$ cat config.mk
export PLATFORM = sky130hd
export DESIGN_NAME = counter_sequencer
export DESIGN_NICKNAME = d
export VERILOG_FILES = /design/src/rtl/counter_sequencer.sv
export SDC_FILE = /design/constraint.sdc
export NUM_CORES = 1
export LEC_CHECK = 0
export CAP_MARGIN = 20
export CORE_MARGIN = 1
export CORE_UTILIZATION = 51
export DETAILED_ROUTE_END_ITERATION = 16
export GPL_ROUTABILITY_DRIVEN = 0
export PLACE_DENSITY = 0.79
export SYNTH_ARGS = -nofsm -noshare
export SYNTH_HDL_FRONTEND = slang
export SYNTH_SLANG_ARGS = --single-unit
$ cat constraint.sdc
create_clock -name div_clk -period 2.3 [get_ports div_clk]
set_input_delay 0.46 -clock div_clk [delete_from_list [all_inputs] [get_ports div_clk]]
set_output_delay 0.46 -clock div_clk [all_outputs]
set_load 0.1 [all_outputs]
$ cat src/rtl/counter_sequencer.sv
// Up/down counter sequencer: issues go pulses, waits for done, dwells at the
// turnarounds, and handles start/stop, looping, cycle counting and a watchdog.
module counter_sequencer #(
    parameter int WIDTH     = 4,
    parameter int DWELL     = 2,
    parameter int TIMEOUT   = 31,
    parameter int CYC_WIDTH = 8
) (
    input  logic                 div_clk,
    input  logic                 rst,
    input  logic                 start,
    input  logic                 stop,
    input  logic                 loop_en,
    input  logic                 err_clr,
    input  logic [WIDTH-1:0]     up_out,
    input  logic                 up_done,
    input  logic [WIDTH-1:0]     down_out,
    input  logic                 down_done,
    output logic                 up_go,
    output logic                 down_go,
    output logic [WIDTH-1:0]     led,
    output logic                 busy,
    output logic                 seq_done,
    output logic                 err,
    output logic [CYC_WIDTH-1:0] cycles
);

    localparam logic [2:0] S_IDLE      = 3'd0;
    localparam logic [2:0] S_GO_UP     = 3'd1;
    localparam logic [2:0] S_WAIT_UP   = 3'd2;
    localparam logic [2:0] S_DWELL_TOP = 3'd3;
    localparam logic [2:0] S_GO_DOWN   = 3'd4;
    localparam logic [2:0] S_WAIT_DOWN = 3'd5;
    localparam logic [2:0] S_DWELL_BOT = 3'd6;
    localparam logic [2:0] S_ERROR     = 3'd7;

    localparam int TW = $clog2(TIMEOUT + 2);
    localparam int DW = $clog2(DWELL + 2);
    // Timer holds the number of WAIT cycles already spent, so the last
    // permitted cycle is the one where it reads TIMEOUT-1.
    localparam logic [TW-1:0] TMO_LAST   = TW'((TIMEOUT > 0) ? TIMEOUT - 1 : 0);
    localparam logic [DW-1:0] DWELL_LAST = DW'((DWELL > 0) ? DWELL - 1 : 0);

    logic [2:0]           r_state;
    logic                 r_up_go;
    logic                 r_down_go;
    logic [WIDTH-1:0]     r_led;
    logic                 r_busy;
    logic                 r_seq_done;
    logic                 r_err;
    logic [CYC_WIDTH-1:0] r_cycles;
    logic                 r_stop_req;
    logic [TW-1:0]        r_timer;
    logic [DW-1:0]        r_dwell;

    logic [2:0] w_state_nxt;
    logic       w_seq_done_nxt;
    logic       w_cyc_inc;
    logic       w_tmo;
    logic       w_dwell_end;
    logic       w_stop_any;
    logic       w_busy_now;

    assign w_tmo       = (TIMEOUT != 0) && (r_timer == TMO_LAST);
    assign w_dwell_end = (r_dwell == DWELL_LAST);
    assign w_stop_any  = r_stop_req | stop;
    assign w_busy_now  = (r_state != S_IDLE) && (r_state != S_ERROR);

    always_comb begin
        w_state_nxt    = r_state;
        w_seq_done_nxt = 1'b0;
        w_cyc_inc      = 1'b0;
        case (r_state)
            S_IDLE: begin
                if (start && !stop)
                    w_state_nxt = S_GO_UP;
            end
            S_GO_UP:   w_state_nxt = S_WAIT_UP;
            S_WAIT_UP: begin
                if (up_done)
                    w_state_nxt = (DWELL == 0) ? S_GO_DOWN : S_DWELL_TOP;
                else if (w_tmo)
                    w_state_nxt = S_ERROR;
            end
            S_DWELL_TOP: begin
                if (w_dwell_end)
                    w_state_nxt = S_GO_DOWN;
            end
            S_GO_DOWN: w_state_nxt = S_WAIT_DOWN;
            S_WAIT_DOWN: begin
                if (down_done) begin
                    w_cyc_inc = 1'b1;
                    if (loop_en && !w_stop_any) begin
                        w_state_nxt = (DWELL == 0) ? S_GO_UP : S_DWELL_BOT;
                    end else begin
                        w_state_nxt    = S_IDLE;
                        w_seq_done_nxt = 1'b1;
                    end
                end else if (w_tmo) begin
                    w_state_nxt = S_ERROR;
                end
            end
            S_DWELL_BOT: begin
                if (w_dwell_end) begin
                    if (w_stop_any) begin
                        w_state_nxt    = S_IDLE;
                        w_seq_done_nxt = 1'b1;
                    end else begin
                        w_state_nxt = S_GO_UP;
                    end
                end
            end
            S_ERROR: begin
                if (err_clr)
                    w_state_nxt = S_IDLE;
            end
            default: w_state_nxt = S_IDLE;
        endcase
    end

    // Outputs are registered from the next state so they line up with it.
    always_ff @(posedge div_clk or posedge rst) begin
        if (rst) begin
            r_state    <= S_IDLE;
            r_up_go    <= 1'b0;
            r_down_go  <= 1'b0;
            r_led      <= '0;
            r_busy     <= 1'b0;
            r_seq_done <= 1'b0;
            r_err      <= 1'b0;
            r_cycles   <= '0;
            r_stop_req <= 1'b0;
            r_timer    <= '0;
            r_dwell    <= '0;
        end else begin
            r_state    <= w_state_nxt;
            r_up_go    <= (w_state_nxt == S_GO_UP);
            r_down_go  <= (w_state_nxt == S_GO_DOWN);
            r_busy     <= (w_state_nxt != S_IDLE) && (w_state_nxt != S_ERROR);
            r_err      <= (w_state_nxt == S_ERROR);
            r_seq_done <= w_seq_done_nxt;

            if (w_cyc_inc && (r_cycles != '1))
                r_cycles <= r_cycles + CYC_WIDTH'(1);

            if ((w_state_nxt == S_IDLE) || (w_state_nxt == S_ERROR))
                r_stop_req <= 1'b0;
            else if (stop && w_busy_now)
                r_stop_req <= 1'b1;

            if ((r_state == S_GO_UP) || (r_state == S_GO_DOWN))
                r_timer <= '0;
            else if ((r_state == S_WAIT_UP) || (r_state == S_WAIT_DOWN))
                r_timer <= r_timer + TW'(1);

            if ((r_state == S_DWELL_TOP) || (r_state == S_DWELL_BOT))
                r_dwell <= w_dwell_end ? '0 : r_dwell + DW'(1);
            else
                r_dwell <= '0;

            if (r_state == S_WAIT_UP)
                r_led <= up_out;
            else if (r_state == S_WAIT_DOWN)
                r_led <= down_out;
        end
    end

    assign up_go    = r_up_go;
    assign down_go  = r_down_go;
    assign led      = r_led;
    assign busy     = r_busy;
    assign seq_done = r_seq_done;
    assign err      = r_err;
    assign cycles   = r_cycles;

endmodule

==> results_dict.tcl, run 1 <==
set metrics [dict create \
    status "completed" \
    dieArea_um2 3550 \
    tritoncts "built" \
    final.period_utilization 0.891 \
    cts-hold-fix-buffers 0 \
    post_drt_wl_per_cell_um 14.9 \
    final.setup_skew_ns 0.00760 \
    worstPathArrival_ns 2.30 \
    first_iter_violations 64 \
    start_util 0.545 \
    overflow 0 \
    rrSetupSlack_ns 0.25 \
    relSlewSlack 0.620 \
    antenna_found_initial 0 \
    nNetsFinal 231 \
    drtAntennaViolNets 0 \
    die_w_um 59.6 \
    cp-start-kind "register" \
    vdd_drop_max_mv 0.825 \
    final_cells 257 \
    final_cell_mix "dfrtp_1, buf_4, nand2_1, clkdlybuf4s50_1, nor2_1" \
    final_common_cell "dfrtp_1" \
    avgSynthCellArea_um2 9.61 \
    rows 20 \
    post_cts_buffers 0 \
    endpoint "r_stop_req$_DFFE_PP0P_" \
    r2r_cells 5 \
    drtPass1Iterations 4 \
    design_area_um2 2100 \
    dp_cells 249 \
    pin_count 33 \
    antenna_cells 0 \
    cts_sinks 29 \
    clock_latency_ns 0.34 \
    synthToLayoutAreaGrowth_pct 24.4 \
    cts.repair.resized 0 \
    drt-total-wl_um 3830 \
    core_area_um2 3100 \
    grt_max_degree 31 \
    clk_path_buf_depth 2 \
    endpoint_kind "register" \
    final-setup-viol-count 0 \
    synth_warnings 0 \
    dp_slack_ns 0.0132 \
    hold_violations 0 \
    worstMarginPinSlew_ns 0.565 \
    p_per_area_nw_per_um2 1470 \
    drive_gt1_frac 0.188 \
    hpwl_um 2720 \
    fmax_ghz 0.488 \
    rsz0062_at_grt "false" \
    clk_pin_slew_worst_paths_ns 0.10 \
    r2r_end "r_stop_req$_DFFE_PP0P_" \
    crit_fanout 16 \
    htree_levels 2 \
    timing.final.ws_setup_ns 0.250 \
    synth_cell_types 45 \
    drv_cap 0 \
    ys_ff_latch 29 \
    period_needed_ns 2.05 \
    grt_use_total 0.239 \
    drc_errors 0 \
    die-height_um 59.6 \
    grt_first_pass_wirelength_um 6200 \
    crit_path_start "r_state[2]$_DFF_PP0_" \
    routed_via_density 5.77 \
    cts_buffers 5 \
    num_vias 1484 \
    syn_area_um2 1690 \
    hp-class "in2async" \
    syn_nets 195 \
    yosysSeqAreaShare 0.429 \
    path_class "reg2reg" \
    slew_viol_final 0 \
    r2r_start "r_state[2]$_DFF_PP0_" \
    p_leak_nw 0.949 \
    grt_pass1_vias 1406 \
    fillerInstances 275 \
    clockRootBuffer "clkbuf_4" \
    fin_tns_setup_ns 0 \
    post_dp_cell_area_um2 2030 \
    crit_required_ns 2.55 \
    power_w 0.00309 \
    postSynthCellCount 176 \
    port_buffers 32 \
]
## worst max-delay path, stage by stage, from the launching register on
cell      delay [ns]
dfrtp_1         0.65
or3b_1          0.24
a21oi_1         0.08
nor4_2          0.53
and3b_1         0.28
a211oi_2        0.17
## power breakdown
group | switching [W] | total (W) | internal, W | leakage, nW
sequential | 0.000238 | 0.000915 | 0.000677 | 0.373
combinational | 0.00121 | 0.00181 | 0.000602 | 0.535
clock | 0.000186 | 0.000363 | 0.000177 | 0.0413
total | 0.00164 | 0.00309 | 0.00146 | 0.949
## worst min-delay path by stage
stage                                startpoint                    end  slack (ns)
after floorplan            r_dwell[0]$_DFF_PP0_   r_dwell[0]$_DFF_PP0_        0.46
after CTS                  r_dwell[0]$_DFF_PP0_   r_dwell[0]$_DFF_PP0_        0.50
after detailed placement   r_dwell[0]$_DFF_PP0_   r_dwell[0]$_DFF_PP0_        0.49
after global placement    cycles[5]$_DFFE_PP0P_  cycles[5]$_DFFE_PP0P_        0.47
after global routing                        rst  cycles[2]$_DFFE_PP0P_        0.53
final                                       rst  cycles[2]$_DFFE_PP0P_        0.50
## synthesized netlist by cell type
cell type / number / area, um^2
or3b_1: 2 / 17.5
o221ai_2: 1 / 15.0
a211oi_1: 1 / 7.51
inv_1: 5 / 18.8
nand4b_1: 1 / 8.76
o2bb2ai_1: 1 / 8.76
nand4bb_1: 1 / 11.3
clkbuf_1: 4 / 15.0
a22o_1: 8 / 70.1
buf_2: 2 / 10.0
and2_1: 2 / 12.5
nor3b_1: 3 / 22.5
a211oi_2: 2 / 25.0
a221o_1: 1 / 10.0
o21ai_0: 10 / 50.1
a22oi_1: 5 / 37.5
or3b_4: 1 / 11.3
ha_1: 3 / 37.5
nand2b_1: 3 / 18.8
and3b_1: 2 / 17.5
and4_1: 1 / 8.76
nand4_1: 2 / 12.5
xor2_1: 4 / 35.0
nand3b_1: 4 / 30.0
xnor2_1: 4 / 35.0
o211ai_1: 2 / 15.0
nand3_1: 8 / 40.0
and3_1: 2 / 12.5
a41oi_1: 1 / 8.76
a21oi_1: 10 / 50.1
a32oi_1: 1 / 8.76
nand2_4: 1 / 11.3
a21boi_0: 1 / 7.51
a41oi_2: 1 / 16.3
mux2_2: 1 / 11.3
nor4_2: 2 / 25.0
o221ai_1: 1 / 8.76
or3_1: 2 / 12.5
buf_4: 3 / 22.5
a31oi_1: 2 / 12.5
nor2b_1: 4 / 25.0
o31ai_1: 3 / 22.5
dfrtp_1: 29 / 726
nor2_1: 14 / 52.6
nand2_1: 15 / 56.3
## metal layers
metal  share of wire  vias to the layer above  track usage
met2            0.49                       44        0.408
met5               0                        -            0
met4           0.024                        0        0.116
li1                -                      719            -
met3           0.044                       13       0.0590
met1            0.44                      708        0.278
## through the flow
stage          hold WS, ns   util
2_1_floorplan        0.455      -
3_3_place_gp         0.473  0.656
3_5_place_dp         0.490  0.656
4_1_cts              0.503  0.678
5_1_grt              0.526  0.678
6_report             0.500  0.678
## sequential cells by signal (all words and copies together), names as in the netlist
name and count:
err 1, down_go 1, r_timer 6, led 4, r_state 3, seq_done 1, r_dwell 2, cycles 8
r_stop_req 1, up_go 1, busy 1
## area by class of cell
type	count	area, um^2	share of cell area
flip-flops and latches	29	726	0.345
inverters	5	18.8	0.00892
clock buffers	7	65.1	0.0309
multi-input cells	133	900	0.427
well taps	44	55.1	0.0262
clock inverters	1	5.00	0.00238
repair buffers	38	335	0.159
## kinds of logic after synthesis
group           count (synthesis)  synth area share
simple gates                   70             0.240
compound gates                 51             0.221
flops                          29             0.429
buf+inv                        14            0.0392
xor+xnor                        8            0.0414
fa+ha+maj                       3            0.0222
mux                             1           0.00666
No activity file was read; power rests on OpenSTA's default activity.
==> inputs of run 2 (changes only) <==
CTS_CLUSTER_SIZE = 28   (was unset)
PLACE_DENSITY = 0.85   (was 0.79)
==> results_dict.tcl, run 2 (same netlist as run 1, synthesis figures left out) <==
set metrics [dict create \
    largest_reg_flops 8 \
    cpPeakStageDelay_ns 0.55 \
    drv_cap 0 \
    final_cells 258 \
    first_iter_violations 89 \
    cts_sinks 29 \
    grt_first_pass_wirelength_um 6020 \
    clock_latency_ns 0.32 \
    dp_cells 250 \
    post_drt_wl_per_cell_um 14.5 \
    p_per_area_nw_per_um2 1440 \
    drive_gt1_frac 0.187 \
    port_buffers 32 \
    cts-hold-fix-buffers 0 \
    grt_pass1_vias 1406 \
    clk_path_buf_depth 2 \
    final-setup-viol-count 0 \
    critPathTopFamily "simple AND/OR/NAND/NOR gates" \
    final.setup_skew_ns 0.0101 \
    antenna_cells 0 \
    clk_pin_slew_worst_paths_ns 0.09 \
    tritoncts "built" \
    dieArea_um2 3550 \
    p_seq_frac 0.303 \
    drtAntennaViolNets 0 \
    intPower_w 0.00138 \
    antenna_found_initial 0 \
    slowest_stage "dfrtp_1" \
    nNetsFinal 232 \
    fin_hold_ws_ns 0.499 \
    core_area_um2 3100 \
    htree_levels 2 \
    start_util 0.545 \
    worstMarginPinSlew_ns 0.512 \
    hpwl_um 2730 \
    die_w_um 59.6 \
    hold_violations 0 \
    fmax_ghz 0.491 \
    swShare 0.539 \
    hp-class "in2async" \
    grt_use_total 0.230 \
    p_clk_frac 0.096 \
    rows 20 \
    vdd_drop_max_mv 1.06 \
    slew_viol_final 0 \
    crit_required_ns 2.48 \
    rsz0062_at_grt "false" \
    period_needed_ns 2.04 \
    routed_via_density 5.84 \
    final_common_cell "dfrtp_1" \
    post_cts_buffers 0 \
    worstPathArrival_ns 2.21 \
    num_vias 1507 \
    drtPass1Iterations 4 \
    power_w 0.00300 \
    drc_errors 0 \
    synthToLayoutAreaGrowth_pct 23.0 \
    cp-start-kind "register" \
    path_class "reg2reg" \
    pin_count 33 \
    grt_max_degree 30 \
    path_cells "buf_4 > nor3b_1 > a32oi_1 > o221ai_2 > and3b_1 > a21oi_1" \
    combPwrFrac 0.601 \
    fin_tns_setup_ns 0 \
    cts_buffers 5 \
    final_cell_mix "dfrtp_1, buf_4, nand2_1, clkdlybuf4s50_1, nor2_1" \
    fillerInstances 269 \
    drt-total-wl_um 3730 \
    endpoint_kind "register" \
    p_switching_w 0.00162 \
    clockRootBuffer "clkbuf_4" \
    die-height_um 59.6 \
    multiInputGateArea_um2 900 \
    final.period_utilization 0.885 \
    p_leak_nw 0.939 \
    cts.repair.resized 0 \
    status "completed" \
    relSlewSlack 0.656 \
    seq_area_um2 726 \
    overflow 0 \
    cp_num_buf_inv 1 \
    crit_fanout 14 \
]
[run 2: cell count changes in the layout (fill, tap and decap cells not counted), sizes merged]
cell / previous run / this run
buf: 23 / 24
clkinv: 1 / 2
clkbuf: 7 / 6
[run 2: path summary, 6_finish.rpt]
check	slack, ns	endpoint	cells after the start	startpoint
setup / recovery	0.26	busy$_DFF_PP0_	6	r_state[2]$_DFF_PP0_
hold / removal	0.50	cycles[2]$_DFFE_PP0P_	3	rst
setup reg to reg	0.26	busy$_DFF_PP0_	6	r_state[2]$_DFF_PP0_
hold reg to reg	0.51	cycles[5]$_DFFE_PP0P_	1	cycles[5]$_DFFE_PP0P_
max in group asynchronous	1.53	cycles[5]$_DFFE_PP0P_	3	rst
min in group div_clk	0.51	cycles[5]$_DFFE_PP0P_	1	cycles[5]$_DFFE_PP0P_
[run 2: area by class of cell]
type	instances	share of cell area
multi-input cells	133	0.432
flip-flops and latches	29	0.349
repair buffers	39	0.159
well taps	44	0.0265
clock buffers	6	0.0198
inverters	5	0.00902
clock inverters	2	0.00481
[run 2: power by group through the flow]
stage / combinational, W / clock, W / sequential [W]
after floorplan: 0.000927 / 0 / 0.00139
after global placement: 0.00174 / 0 / 0.000902
after detailed placement: 0.00180 / 0 / 0.000913
after CTS: 0.00181 / 0.000291 / 0.000906
after global routing: 0.00195 / 0.000315 / 0.000937
final: 0.00181 / 0.000288 / 0.000911
[run 2: worst register-to-register path, delay by kind of cell, from the launching register on]
kind | cells | cell delay [ns]
flops | 1 | 0.55
compound gates | 3 | 0.35
buf+inv | 1 | 0.27
simple gates | 2 | 0.73
[run 2: per-layer routing]
layer | vias to the layer above | share of wire | track usage
met4 | 0 | 0.013 | 0.0963
met1 | 738 | 0.44 | 0.275
met3 | 9 | 0.044 | 0.0568
met5 | - | 0 | 0
li1 | 720 | - | -
met2 | 40 | 0.50 | 0.393
[run 2: stage by stage]
| stage | util | area, um^2 | worst slack [ns] |
|---|---|---|---|
| floorplan | - | 1690 | 0.179 |
| global placement | 0.654 | 2030 | 0.101 |
| detailed placement | 0.654 | 2030 | -0.0109 |
| CTS | 0.671 | 2080 | 0.292 |
| global route | 0.671 | 2080 | 0.185 |
| finish | 0.671 | 2080 | 0.264 |
==> inputs of run 3 (changes only) <==
RECOVER_POWER = 100   (was unset)
==> results_dict.tcl, run 3 (same netlist as run 1, synthesis figures left out) <==
set metrics [dict create \
    first_iter_violations 56 \
    port_buffers 32 \
    pin_count 33 \
    path_class "reg2reg" \
    fillerInstances 289 \
    grt_use_total 0.230 \
    final-setup-viol-count 0 \
    synthToLayoutAreaGrowth_pct 19.1 \
    vdd_drop_max_mv 1.02 \
    routed_via_density 5.90 \
    final.setup_skew_ns 0.0109 \
    clock_latency_ns 0.32 \
    post_drt_wl_per_cell_um 14.4 \
    cts.repair.resized 0 \
    overflow 0 \
    worstMarginPinSlew_ns 1.51 \
    post_dp_cell_area_um2 2030 \
    path_cells "or3b_1 > a32oi_1 > o221ai_1 > and3b_1 > a211oi_1" \
    fin_tns_setup_ns 0 \
    final_cells 258 \
    drt-total-wl_um 3720 \
    nNetsFinal 232 \
    period_needed_ns 2.09 \
    final_cell_mix "dfrtp_1, nand2_1, clkdlybuf4s50_1, nor2_1, clkbuf_2" \
    clockRootBuffer "clkbuf_4" \
    endpoint_kind "register" \
    num_vias 1523 \
    grt_first_pass_wirelength_um 6020 \
    cpPeakStageDelay_ns 0.55 \
    rsz0062_at_grt "false" \
    worstPathArrival_ns 2.31 \
    tritoncts "built" \
    design_area_um2 2010 \
    drive_gt1_frac 0.150 \
    hpwl_um 2730 \
    final.period_utilization 0.908 \
    drv_cap 1 \
    largest_reg_flops 8 \
    critPathTopFamily "simple AND/OR/NAND/NOR gates" \
    antenna_found_initial 0 \
    fmax_ghz 0.479 \
    grt_pass1_vias 1406 \
    grt_max_degree 30 \
    slowest_stage "dfrtp_1" \
    post_cts_buffers 0 \
    core_area_um2 3100 \
    die-height_um 59.6 \
    dp_cells 250 \
    antenna_cells 0 \
    rows 20 \
    start_util 0.545 \
    crit_fanout 12 \
    drtPass1Iterations 4 \
    timing.final.ws_setup_ns 0.212 \
    dp_slack_ns -0.0109 \
    cp-start-kind "register" \
    hold_violations 0 \
    violations "max-capacitance violations, max-slew violations" \
    final_common_cell "dfrtp_1" \
    clk_pin_slew_worst_paths_ns 0.08 \
    status "finished, violations left" \
    cts_sinks 29 \
    htree_levels 2 \
    p_leak_nw 0.903 \
    cp_num_buf_inv 0 \
    drc_errors 0 \
    p_per_area_nw_per_um2 1450 \
    slew_viol_final 30 \
    dieArea_um2 3550 \
    cts-hold-fix-buffers 0 \
    crit_required_ns 2.52 \
    fin_hold_ws_ns 0.505 \
    hp-class "reg2reg" \
    cts_buffers 5 \
    clk_path_buf_depth 2 \
    drtAntennaViolNets 0 \
    die_w_um 59.6 \
    relSlewSlack -0.00623 \
]
## run 3: routing by layer
metal,track usage,part of all wire
met1,0.275,0.44
met2,0.393,0.50
met3,0.0568,0.048
met4,0.0963,0.014
met5,0,0
## run 3: area by class of cell
class                   count  area [um^2]  area share
clock buffers               6         41.3      0.0205
clock inverters             2         10.0     0.00497
repair buffers             39          275       0.137
flip-flops and latches     29          726       0.360
inverters                   5         18.8     0.00932
multi-input cells         133          888       0.441
well taps                  44         55.1      0.0273
## run 3: power breakdown
| group | switching [W] | total, W | internal [W] |
|---|---|---|---|
| combinational | 0.00121 | 0.00172 | 0.000519 |
| sequential | 0.000233 | 0.000910 | 0.000677 |
| clock | 0.000171 | 0.000287 | 0.000116 |
## run 3: worst reg2reg max path, stage by stage (launching register included)
cell	delay [ns]
dfrtp_1	0.55
or3b_1	0.49
a32oi_1	0.23
o221ai_1	0.26
and3b_1	0.30
a211oi_1	0.17
## run 3: stage by stage
step	power, W	utilization
floorplan	0.00231	-
global placement	0.00264	0.654
detailed placement	0.00271	0.654
CTS	0.00300	0.671
global route	0.00312	0.649
finish	0.00292	0.649
## run 3: path summary, 6_finish.rpt
path | cells after the start | start | to | slack, ns
worst max-delay path | 5 | r_state[2]$_DFF_PP0_ | r_stop_req$_DFFE_PP0P_ | 0.21
worst min-delay path | 1 | cycles[5]$_DFFE_PP0P_ | cycles[5]$_DFFE_PP0P_ | 0.50
worst max register to register | 5 | r_state[2]$_DFF_PP0_ | r_stop_req$_DFFE_PP0P_ | 0.21
worst min register to register | 1 | cycles[5]$_DFFE_PP0P_ | cycles[5]$_DFFE_PP0P_ | 0.50
max in group asynchronous | 3 | rst | cycles[5]$_DFFE_PP0P_ | 0.47
min in group asynchronous | 3 | rst | cycles[2]$_DFFE_PP0P_ | 0.95
